### config.mk
export PLATFORM = sky130hd
export DESIGN_NAME = axi_rd_arbiter
export DESIGN_NICKNAME = d
export VERILOG_FILES = /design/src/rtl/axi_rd_arbiter_pkg.sv /design/src/rtl/axi_rd_arbiter.sv
export SDC_FILE = /design/constraint.sdc
export NUM_CORES = 1
export LEC_CHECK = 0
export CAP_MARGIN = 5
export CORE_AREA = 5 5 112 93
export DETAILED_ROUTE_END_ITERATION = 6
export DIE_AREA = 0 0 117 98
export GPL_TIMING_DRIVEN = 0
export PLACE_DENSITY = 0.85
export REMOVE_ABC_BUFFERS = 1
export SYNTH_ARGS = -nofsm -noshare
export SYNTH_HDL_FRONTEND = slang
export SYNTH_SLANG_ARGS = --single-unit
### constraint.sdc
create_clock -name aclk -period 2.3 [get_ports aclk]
set_input_delay 0.46 -clock aclk [delete_from_list [all_inputs] [get_ports aclk]]
set_output_delay 0.46 -clock aclk [all_outputs]
set_load 0.05 [all_outputs]
### src/rtl/axi_rd_arbiter_pkg.sv
// rtl/axi_rd_arbiter_pkg.sv - shared state encoding and constant AR fields for the read arbiter
package axi_rd_arbiter_pkg;

  typedef enum logic [1:0] {
    ST_IDLE    = 2'd0,
    ST_AR_SEND = 2'd1,
    ST_R_DATA  = 2'd2
  } state_e;

  localparam logic [1:0] ARLOCK       = 2'b00;
  localparam logic [3:0] ARCACHE      = 4'b0000;
  localparam logic [2:0] ARPROT       = 3'b000;
  localparam logic [3:0] DEF_M0_ID    = 4'd0;
  localparam logic [3:0] DEF_M1_ID    = 4'd1;
  localparam logic [3:0] BEAT_CNT_MAX = 4'hf;

endpackage

### src/rtl/axi_rd_arbiter.sv
// rtl/axi_rd_arbiter.sv - merges icache (M0) and dcache (M1) AXI3 read channels, one burst in flight
// Round-robin on ties; R channel is a combinational pass-through to the granted master.
module axi_rd_arbiter
  import axi_rd_arbiter_pkg::*;
#(
  parameter logic [3:0] M0_ID  = DEF_M0_ID,
  parameter logic [3:0] M1_ID  = DEF_M1_ID,
  parameter int         ADDR_W = 32,
  parameter int         DATA_W = 32
) (
  input  logic              aclk,
  input  logic              areset,
  input  logic [ADDR_W-1:0] m0_araddr,
  input  logic [3:0]        m0_arlen,
  input  logic [2:0]        m0_arsize,
  input  logic [1:0]        m0_arburst,
  input  logic              m0_arvalid,
  output logic              m0_arready,
  output logic [DATA_W-1:0] m0_rdata,
  output logic [1:0]        m0_rresp,
  output logic              m0_rlast,
  output logic              m0_rvalid,
  input  logic              m0_rready,
  input  logic [ADDR_W-1:0] m1_araddr,
  input  logic [3:0]        m1_arlen,
  input  logic [2:0]        m1_arsize,
  input  logic [1:0]        m1_arburst,
  input  logic              m1_arvalid,
  output logic              m1_arready,
  output logic [DATA_W-1:0] m1_rdata,
  output logic [1:0]        m1_rresp,
  output logic              m1_rlast,
  output logic              m1_rvalid,
  input  logic              m1_rready,
  output logic [3:0]        arid,
  output logic [ADDR_W-1:0] araddr,
  output logic [3:0]        arlen,
  output logic [2:0]        arsize,
  output logic [1:0]        arburst,
  output logic [1:0]        arlock,
  output logic [3:0]        arcache,
  output logic [2:0]        arprot,
  output logic              arvalid,
  input  logic              arready,
  input  logic [3:0]        rid,
  input  logic [DATA_W-1:0] rdata,
  input  logic [1:0]        rresp,
  input  logic              rlast,
  input  logic              rvalid,
  output logic              rready,
  output logic              err
);

  state_e              state_q, state_d;
  logic                grant_q, grant_d;    // 1 = M1 owns the current burst
  logic                rr_ptr_q, rr_ptr_d;
  logic [3:0]          beat_cnt_q, beat_cnt_d;
  logic                err_q, err_d;
  logic [3:0]          arid_q, arid_d;
  logic [ADDR_W-1:0]   araddr_q, araddr_d;
  logic [3:0]          arlen_q, arlen_d;
  logic [2:0]          arsize_q, arsize_d;
  logic [1:0]          arburst_q, arburst_d;
  logic                arvalid_q, arvalid_d;
  logic                win;
  logic                r_active;

  always_comb begin
    if (m0_arvalid && m1_arvalid) win = rr_ptr_q;
    else                          win = m1_arvalid;
  end

  always_comb begin
    state_d    = state_q;
    grant_d    = grant_q;
    rr_ptr_d   = rr_ptr_q;
    beat_cnt_d = beat_cnt_q;
    err_d      = err_q;
    arid_d     = arid_q;
    araddr_d   = araddr_q;
    arlen_d    = arlen_q;
    arsize_d   = arsize_q;
    arburst_d  = arburst_q;
    arvalid_d  = arvalid_q;
    m0_arready = 1'b0;
    m1_arready = 1'b0;
    unique case (state_q)
      ST_IDLE: begin
        if (m0_arvalid || m1_arvalid) begin
          m0_arready = ~win;
          m1_arready = win;
          if (m0_arvalid && m1_arvalid) rr_ptr_d = ~win;
          grant_d    = win;
          arid_d     = win ? M1_ID      : M0_ID;
          araddr_d   = win ? m1_araddr  : m0_araddr;
          arlen_d    = win ? m1_arlen   : m0_arlen;
          arsize_d   = win ? m1_arsize  : m0_arsize;
          arburst_d  = win ? m1_arburst : m0_arburst;
          arvalid_d  = 1'b1;
          beat_cnt_d = 4'd0;
          state_d    = ST_AR_SEND;
        end
      end
      ST_AR_SEND: begin
        if (arready) begin
          arvalid_d = 1'b0;
          state_d   = ST_R_DATA;
        end
      end
      ST_R_DATA: begin
        if (rvalid && rready) begin
          if (beat_cnt_q != BEAT_CNT_MAX) beat_cnt_d = beat_cnt_q + 4'd1;
          // Faults only flag err; the data still goes to the master.
          if (rid != arid_q)                      err_d = 1'b1;
          if (rlast && (beat_cnt_q != arlen_q))   err_d = 1'b1;
          if (!rlast && (beat_cnt_q == arlen_q))  err_d = 1'b1;
          if (rlast) state_d = ST_IDLE;
        end
      end
      default: state_d = ST_IDLE;
    endcase
  end

  always_comb begin
    r_active  = (state_q == ST_R_DATA);
    rready    = r_active && (grant_q ? m1_rready : m0_rready);
    m0_rvalid = r_active && !grant_q && rvalid;
    m0_rdata  = (r_active && !grant_q) ? rdata : '0;
    m0_rresp  = (r_active && !grant_q) ? rresp : 2'b00;
    m0_rlast  = r_active && !grant_q && rlast;
    m1_rvalid = r_active && grant_q && rvalid;
    m1_rdata  = (r_active && grant_q) ? rdata : '0;
    m1_rresp  = (r_active && grant_q) ? rresp : 2'b00;
    m1_rlast  = r_active && grant_q && rlast;
  end

  always_ff @(posedge aclk or posedge areset) begin
    if (areset) begin
      state_q    <= ST_IDLE;
      grant_q    <= 1'b0;
      rr_ptr_q   <= 1'b1;
      beat_cnt_q <= 4'd0;
      err_q      <= 1'b0;
      arid_q     <= 4'd0;
      araddr_q   <= '0;
      arlen_q    <= 4'd0;
      arsize_q   <= 3'd0;
      arburst_q  <= 2'd0;
      arvalid_q  <= 1'b0;
    end else begin
      state_q    <= state_d;
      grant_q    <= grant_d;
      rr_ptr_q   <= rr_ptr_d;
      beat_cnt_q <= beat_cnt_d;
      err_q      <= err_d;
      arid_q     <= arid_d;
      araddr_q   <= araddr_d;
      arlen_q    <= arlen_d;
      arsize_q   <= arsize_d;
      arburst_q  <= arburst_d;
      arvalid_q  <= arvalid_d;
    end
  end

  assign arid    = arid_q;
  assign araddr  = araddr_q;
  assign arlen   = arlen_q;
  assign arsize  = arsize_q;
  assign arburst = arburst_q;
  assign arvalid = arvalid_q;
  assign arlock  = ARLOCK;
  assign arcache = ARCACHE;
  assign arprot  = ARPROT;
  assign err     = err_q;

endmodule

==> run summary, run 1 <==
reg-to-reg endpoint = araddr[10]
CP Launch Point = state_q[0]
fmax = 451.5 MHz
CTS Buf Count = 5
Slew @ Worst Pin = 946.0 ps
Final Max Slew Viols = 0
Worst Setup EP = m0_rdata[8]
DR vias = 3270
Die Width = 117 um
placed insts = 687
worst hold margin = 482.6 ps
CTS Root Cell = clkbuf_16
Total Wirelength = 11460 um
part of the power in registers = 0.232
Final Util = 0.6106
setup skew after layout = 4.361 ps
Clock Path Buffers = 2
latest clock arrival within the worst-skew pair = 280 ps
R2R cell count = 5
register-to-register setup slack = 690 ps
Net Sw Frac = 0.5208
number of synthesized register bits = 51
Core Box Area = 9289 um^2
Ports = 260
Post-Syn Instances = 342
worst setup path category = reg -> out
top_reg_cell synth = dfrtp_1
Initial Utilization = 0.3371
drt wl/cell = 16.23 um
unrepaired setup endpoints after global routing = false
layout cells sized above 1 = 0.1891
drt pass-1 iters = 4
clk slew on worst S/H paths = 60 ps
r2r startpoint = state_q[1]
post-synthesis sequential area ratio = 0.4079
largest net degree at the start of global routing = 44
final setup vio count = 0
post-DP HPWL = 9168 um
Worst slew margin = 0.3669
CP required = 1840 ps
Synth cell types = 36
CTS sink cnt = 51
initial antenna violation count = 0
WHS Path Cells = 2
fillers = 819
CTS tree = built
max_cap viols = 0
DR iter-0 viols = 73
H-tree depth = 2
Area after DPL = 5683 um^2
Sum Neg Setup Slack = 0 ps
Yosys warning count = 0
fin crit share = 0.9629
gr usage total = 0.1897
Non-Filler Instances = 706
die area = 11470 um^2
Clk pwr share = 0.115
CTS hold repair buffers = 0
Comb power frac = 0.653
switching power total = 3.698 mW
P&R area growth vs syn = 81.10%
met1 wire length = 4073 um
Crit Path Max Fanout = 10
DR vias/cell = 4.632
number of synthesized flops with an enable pin = 0
FP Rows = 32
Final min period = 2215 ps
Met3 Wirelength = 1435 um
Int Power = 3.403 mW
Critical Path Sink Type = primary output
PortBufs = 247
Worst EP arrival = 1750 ps
synthesized area per cell = 9.157 um^2
top routing layer used = met4
WL met2 = 5908 um
Layout Nets = 717
Power Density = 1252 nW/um^2
Static Leak = 2.768 nW
post-route ant nets = 0
GP Congestion = 0.7814
Hold Path Class = reg -> reg
VDD IR max = 0.8238 mV
crit start category = flip-flop
Synth async-reset ratio = 1.000
diodes inserted = 0
first-pass GRT wire length = 17330 um
vias in the first global route = 3402
DRC errors left = 0
grt total ovfl = 0
cell area after synthesis = 3132 um^2
Final Hold Fails = 0
post-route cell area = 5672 um^2
status = finished clean
Die H = 98 um
[cell usage in the layout, fill, tap and decap left out, types with 9 or more instances in the layout]
master             n
dfrtp_1           47
o21ai_1            9
buf_2             62
buf_4             10
mux2i_1           44
conb_1            12
o21ai_0           35
clkdlybuf4s50_1  170
and2_1            73
nand2_1           45
[worst min-delay path by stage]
stage | startpoint | end | slack (ps)
5_1_grt | arsize[2] | arsize[2] | 510
3_5_place_dp | araddr[27] | araddr[27] | 470
4_1_cts | araddr[27] | araddr[27] | 490
3_3_place_gp | araddr[16] | araddr[16] | 460
2_1_floorplan | beat_cnt_q[0] | beat_cnt_q[0] | 500
6_report | arsize[2] | arsize[2] | 480
[cell usage after synthesis (2+ instances only)]
library cell,instances,area [um^2]
buf_4,14,105.1
dfrtp_1,50,1251
and3_1,2,12.51
and2_1,73,456.7
and4b_1,2,20.02
nand2_1,45,168.9
nor2_1,8,30.03
nor2_2,2,12.51
nor3_1,3,15.01
o21ai_1,11,55.05
buf_6,4,45.04
nand4_1,2,12.51
inv_1,6,22.52
o21ai_0,35,175.2
clkbuf_1,9,33.78
mux2i_1,44,440.4
buf_2,9,45.04
xnor2_1,5,43.79
[per-layer routing]
metal / vias to the layer above / track usage
met2: 150 / 0.3489
li1: 1599 / -
met5: - / 0
met4: 0 / 0.02557
met1: 1517 / 0.1986
met3: 4 / 0.09170
[logic make-up (layout without fill, tap and decap cells)]
kind of cell | Yosys count | after routing | share of synthesized area
compound gates | 54 | 54 | 0.09628
xor+xnor | 6 | 6 | 0.01678
fa+ha+maj | 1 | 1 | 0.003995
buf+inv | 42 | 274 | 0.08030
flops | 51 | 51 | 0.4079
mux | 45 | 45 | 0.1454
other cells | 1 | 12 | 0.001197
simple gates | 142 | 144 | 0.2481
[layout make-up]
class	count	area (um^2)	area share
inverter	6	22.52	0.003971
timing repair buffer	261	2356	0.4154
tap	119	148.9	0.02625
clock inverter	1	30.03	0.005295
sequential	51	1281	0.2259
multi-input combinational	262	1704	0.3005
clock buffer	6	128.9	0.02272
[what timing repair did]
item,CTS,global route
pin swaps,5,0
cloned,2,0
setup endpoints to repair,75,69
resized for setup,251,117
buffers inserted,7,3
[sequential cells by signal, indices dropped and copies added (netlist names)]
signal	flops
araddr	32
arburst	2
arlen	4
arsize	3
arvalid	1
beat_cnt_q	4
err	1
grant_q	1
rr_ptr_q	1
state_q	2
[power by group through the flow]
stage | clock network [mW] | logic (mW) | registers, mW
final | 0.816 | 4.64 | 1.65
after global routing | 0.878 | 4.92 | 1.71
after CTS | 0.844 | 4.73 | 1.66
after detailed placement | 0 | 4.65 | 1.65
after global placement | 0 | 4.57 | 1.61
after floorplan | 0 | 1.68 | 2.91
[per-stage QoR]
step / setup WS [ps] / total power, mW
final: 85.32 / 7.102
after global routing: 4.937 / 7.510
after CTS: 0.3080 / 7.231
after detailed placement: -1091 / 6.306
after global placement: -3931 / 6.188
after floorplan: -2421 / 4.589
[critical path, stage by stage, from the launching register on]
cell             delay, ps
dfrtp_2                470
nand2b_4               240
nor2_4                 120
buf_4                  150
and2_1                 120
clkdlybuf4s15_2        360
(Power assumes the default switching activity.)
==> run 2, diff against run 1 <==
PLACE_DENSITY = not set   (was 0.85)
PLACE_DENSITY_LB_ADDON = 0.25   (was not set)
==> run 2 against run 1 <==
Compared with the run above:
- global-route usage shrank 0.48 points
- via count shrank 2.2%
- sequential power is essentially flat
- utilization shrank 0.31 points
- combinational power shrank 1%
- first-iteration DRC count shrank 30%
- non-clock buffer count shrank 4
- cell count shrank 0.57%
- fmax shrank 1.1%
- worst hold slack lost 4.5 ps
- wire length shrank 0.52%
- critical path type is now in -> out
- largest cell class unchanged
- highest routed layer unchanged
==> run summary, run 2 (synthesis results as in run 1) <==
status = finished clean
Total Wirelength = 11400 um (-0.52%)
Ports = 260 (unchanged)
VDD IR max = 0.6036 mV (-27%)
layout cells sized above 1 = 0.1852 (-0.003848)
pre-CTS setup slack = -985.6 ps (+105.8 ps)
max reg flops = 32 (unchanged)
PortBufs = 247 (unchanged)
die area = 11470 um^2 (unchanged)
Slew @ Worst Pin = 908.2 ps (-37.89 ps)
Worst path slowest cell = clkdlybuf4s50_1
post-DP HPWL = 9303 um (+1.5%)
Die H = 98 um (unchanged)
Final Power = 7.034 mW (-0.95%)
commonest non-fill, non-tap cell in the layout = clkdlybuf4s50_1
Non-Filler Instances = 702 (-0.57%)
Final Max Slew Viols = 0 (unchanged)
Final Hold Fails = 0 (unchanged)
gr usage total = 0.1850 (-0.004765)
Layout Nets = 713 (-0.56%)
Clock Path Buffers = 2 (unchanged)
Critical Path Sink Type = primary output
GP Congestion = 0.8132 (+4.1%)
fin crit share = 0.9741 (+0.01118)
P&R area growth vs syn = 80.18%
worst hold margin = 478.0 ps (-4.539 ps)
post-route ant nets = 0 (unchanged)
grt total ovfl = 0 (unchanged)
diodes inserted = 0 (unchanged)
most frequent cells in the layout = 171 x clkdlybuf4s50_1, 73 x and2_1, 60 x buf_2
Final min period = 2240 ps (+25.72 ps)
initial antenna violation count = 0 (unchanged)
Power Density = 1247 nW/um^2 (-0.44%)
Initial Utilization = 0.3371 (unchanged)
Crit Path Max Fanout = 5 (-5)
drt wl/cell = 16.24 um (about the same)
max incr delay on CP = 580 ps (+110 ps)
largest net degree at the start of global routing = 45 (+2.3%)
setup ws final = 59.60 ps (-25.72 ps)
Die Width = 117 um (unchanged)
Worst EP arrival = 1780 ps (+30 ps)
worst setup path category = in -> out
placed insts = 686 (-0.15%)
crit start category = input port
max_cap viols = 0 (unchanged)
final setup vio count = 0 (unchanged)
first-pass GRT wire length = 16770 um (-3.2%)
CTS Buf Count = 5 (unchanged)
CTS tree = built
Core Box Area = 9289 um^2 (unchanged)
DR vias = 3198 (-2.2%)
unrepaired setup endpoints after global routing = false
CTS Root Cell = clkbuf_16
H-tree depth = 2 (unchanged)
crit-path cells = clkdlybuf4s50_1 -> nor2_1 -> nor3_2 -> and2_1 -> buf_2
setup skew after layout = 3.698 ps (-0.6630 ps)
drt pass-1 iters = 4 (unchanged)
latest clock arrival within the worst-skew pair = 280 ps (about the same)
fmax = 446.3 MHz (-1.1%)
CTS sink cnt = 51 (unchanged)
Worst slew margin = 0.3923 (+0.02536)
DRC errors left = 0 (unchanged)
clk slew on worst S/H paths = 70 ps (about the same)
DR iter-0 viols = 51 (-30%)
DR vias/cell = 4.556 (-1.6%)
FP Rows = 32 (unchanged)
Static Leak = 2.727 nW (-1.5%)
vias in the first global route = 3222 (-5.3%)
Hold Path Class = reg -> reg
CP required = 1840 ps (about the same)
run 2: changes by cell type in the layout (fill, tap and decap cells not counted), moves of 2 or more:
cell,change
buf_16,-2
buf_2,-2
buf_4,-5
clkdlybuf4s15_2,+5
run 2: stage by stage:
step,util,area [um^2],TNS [ps]
after floorplan,-,2944,-73110
after global placement,0.5991,5565,-205300
after detailed placement,0.6080,5648,-56010
after CTS,0.6424,5967,0
after global routing,0.6075,5643,0
final,0.6075,5643,0
run 2: path summary, 6_finish.rpt:
check | start | end | slack (ps) | cells past startpoint
setup reg to reg | rr_ptr_q | arlen[3] | 680 | 5
setup / recovery | m0_arvalid | m0_arready | 60 | 5
hold / removal | araddr[8] | araddr[8] | 480 | 2
max in group asynchronous | areset | arlen[3] | 1200 | 3
min in group asynchronous | areset | araddr[15] | 570 | 2
hold reg to reg | araddr[8] | araddr[8] | 480 | 2
run 2: metal layers:
metal	wire length, um	track usage	vias to the layer above
met5	0	0	-
met4	99	0.02998	0
met3	1295	0.07931	6
met2	5908	0.3507	152
met1	4098	0.1884	1446
li1	-	-	1594
run 2: final cells by class:
| class | count | area, um^2 |
|---|---|---|
| clock inverters | 2 | 37.54 |
| clock buffers | 5 | 125.1 |
| well taps | 119 | 148.9 |
| repair buffers | 257 | 2323 |
| flip-flops and latches | 51 | 1281 |
| fillers | 831 | 3646 |
| multi-input cells | 262 | 1704 |
| inverters | 6 | 22.52 |
run 2: critical path: cells and delay by family:
kind          cells  cell delay [ps]
simple gates      3              480
buf+inv           2              840
run 2: report_power, final:
group          internal (mW)  switching (mW)  total, mW
Combinational           1.52            3.06       4.58
Clock                  0.507           0.310      0.817
Sequential              1.33           0.311       1.64
run 2: repair_timing:
action	in CTS	in global routing
hold buffers	0	0
endpoints found under the setup margin	77	67
pin swaps	5	0
resized for setup	250	104
endpoints found under the hold margin	0	0
gates cloned	2	0
setup buffers	7	0
==> run 3, diff against run 2 <==
CORE_AREA = 5 5 121 100   (was 5 5 112 93)
DIE_AREA = 0 0 126 105   (was 0 0 117 98)
==> run 3 against run 2 <==
Compared with the run above:
- sequential power is essentially flat
- setup slack gained 20 ps
- worst hold slack lost 5.9 ps
- sequential share of layout area shrank 0.099 points
- clock power shrank 7.0%
- clock-buffer cell count grew 2
- global-route usage shrank 2.0 points
- clock skew grew 7.7 ps
- non-clock buffer count grew 3
- fmax grew 0.88%
- via count grew 0.78%
==> run summary, run 3 (synthesis results as in run 1) <==
CP Launch Point = state_q[0]
PortBufs = 247 (unchanged)
worst setup path category = reg -> out
Layout Nets = 716 (+0.42%)
Worst slew margin = 0.3873 (-0.004979)
Int Power = 3.308 mW (-1.5%)
max_cap viols = 0 (unchanged)
drt pass-1 iters = 4 (unchanged)
first-pass GRT wire length = 17630 um (+5.1%)
DR vias = 3223 (+0.78%)
layout cells sized above 1 = 0.1874 (+0.002145)
largest net degree at the start of global routing = 48 (+6.7%)
pre-CTS setup slack = -994.1 ps (-8.476 ps)
setup skew after layout = 11.40 ps (+7.697 ps)
Total Wirelength = 11660 um (+2.3%)
DRC errors left = 0 (unchanged)
Clk pwr share = 0.108 (-0.008)
Final Hold Fails = 0 (unchanged)
post-DP HPWL = 9425 um (+1.3%)
CTS hold repair buffers = 0 (unchanged)
Hold Path Class = reg -> reg
H-tree depth = 2 (unchanged)
Die H = 105 um (+7.1%)
CTS sink cnt = 51 (unchanged)
HP Start = araddr[14]
most frequent cells in the layout = 170 x clkdlybuf4s50_1, 73 x and2_1, 59 x buf_2
R2R cell count = 5 (unchanged)
WHS Path Cells = 2 (unchanged)
vias in the first global route = 3250 (+0.87%)
Slew @ Worst Pin = 915.6 ps (+7.441 ps)
status = finished clean
Core Box Area = 10720 um^2 (+15%)
gr usage total = 0.1645 (-0.02041)
unrepaired setup endpoints after global routing = false
die area = 13230 um^2 (+15%)
part of the power in registers = 0.234 (about the same)
r2r startpoint = state_q[1]
Initial Utilization = 0.2921 (-0.04502)
Crit Path Max Fanout = 10 (+5)
latest clock arrival within the worst-skew pair = 290 ps (about the same)
Static Leak = 2.771 nW (+1.6%)
CTS Root Cell = clkbuf_16
post-route ant nets = 0 (unchanged)
Power Density = 1238 nW/um^2 (-0.68%)
Final Power = 7.003 mW (-0.44%)
Die Width = 126 um (+7.7%)
Final min period = 2221 ps (-19.60 ps)
CTS Buf Count = 5 (unchanged)
drt wl/cell = 15.93 um (-1.9%)
GP Congestion = 0.8543 (+5.1%)
grt total ovfl = 0 (unchanged)
setup ws final = 79.20 ps (+19.60 ps)
Ports = 260 (unchanged)
Comb power frac = 0.657 (+0.006)
initial antenna violation count = 1 (+1)
Final Max Slew Viols = 0 (unchanged)
CP required = 1840 ps (about the same)
crit start category = flip-flop
P&R area growth vs syn = 80.62%
FP Rows = 34 (+6.3%)
Critical Path Sink Type = primary output
final setup vio count = 0 (unchanged)
CTS tree = built
fin crit share = 0.9656 (-0.008523)
switching power total = 3.695 mW (+0.51%)
DR iter-0 viols = 75 (+47%)
max reg flops = 32 (unchanged)
clk slew on worst S/H paths = 70 ps (about the same)
commonest non-fill, non-tap cell in the layout = clkdlybuf4s50_1
Final Util = 0.5277 (-0.07983)
VDD IR max = 0.7073 mV (+17%)
Net Sw Frac = 0.5276 (+0.004993)
DR vias/cell = 4.403 (-3.3%)
Worst EP arrival = 1760 ps (-20 ps)
fmax = 450.3 MHz (+0.88%)
Clock Path Buffers = 2 (unchanged)
## run 3: worst paths after layout
path,slack [ps],endpoint
hold reg to reg,470,araddr[14]
min in group asynchronous,510,araddr[12]
setup reg to reg,610,araddr[16]
max in group asynchronous,1200,rr_ptr_q
setup / recovery,80,m0_rdata[8]
hold / removal,470,araddr[14]
## run 3: critical path, stage by stage, from the launching register on
cell,delay (ps)
dfrtp_1,490
nand2b_4,270
nor2_4,170
buf_4,140
and2_1,140
buf_2,260
## run 3: per-layer routing
metal	share of wire	global-route usage
met5	0	0
met2	0.50	0.3030
met4	0.022	0.05054
met1	0.38	0.1764
met3	0.097	0.05813
## run 3: power by group through the flow
| stage | Combinational (mW) | Clock, mW | Sequential, mW |
|---|---|---|---|
| 2_1_floorplan | 1.68 | 0 | 2.91 |
| 3_3_place_gp | 4.61 | 0 | 1.62 |
| 3_5_place_dp | 4.64 | 0 | 1.64 |
| 4_1_cts | 4.72 | 0.785 | 1.65 |
| 5_1_grt | 4.87 | 0.831 | 1.71 |
| 6_report | 4.60 | 0.760 | 1.64 |
## run 3: cell type report
class                           count  area, um^2
Clock inverter                      1       8.758
Multi-Input combinational cell    262        1709
Timing Repair Buffer              260        2312
Sequential cell                    51        1279
Tap cell                          144       180.2
Clock buffer                        7       142.6
Fill cell                        1052        5064
Inverter                            6       22.52
Antenna cell                        1       2.502
## run 3: per-stage QoR
step | TNS (ps) | cells | cell area [um^2] | hold slack [ps]
CTS | 0 | 730 | 5987 | 484.2
detailed placement | -56920 | 711 | 5679 | 469.1
finish | 0 | 732 | 5657 | 472.2
global route | 0 | 732 | 5657 | 499.6
global placement | -209690 | 708 | 5597 | 461.1
floorplan | -73110 | 317 | 2944 | 504.3
## run 3: what timing repair did
| action | CTS | global route |
|---|---|---|
| pin swaps | 5 | 1 |
| endpoints found under the setup margin | 78 | 67 |
| gates resized for setup | 263 | 133 |
| gates cloned | 2 | 0 |
| setup buffers | 9 | 1 |
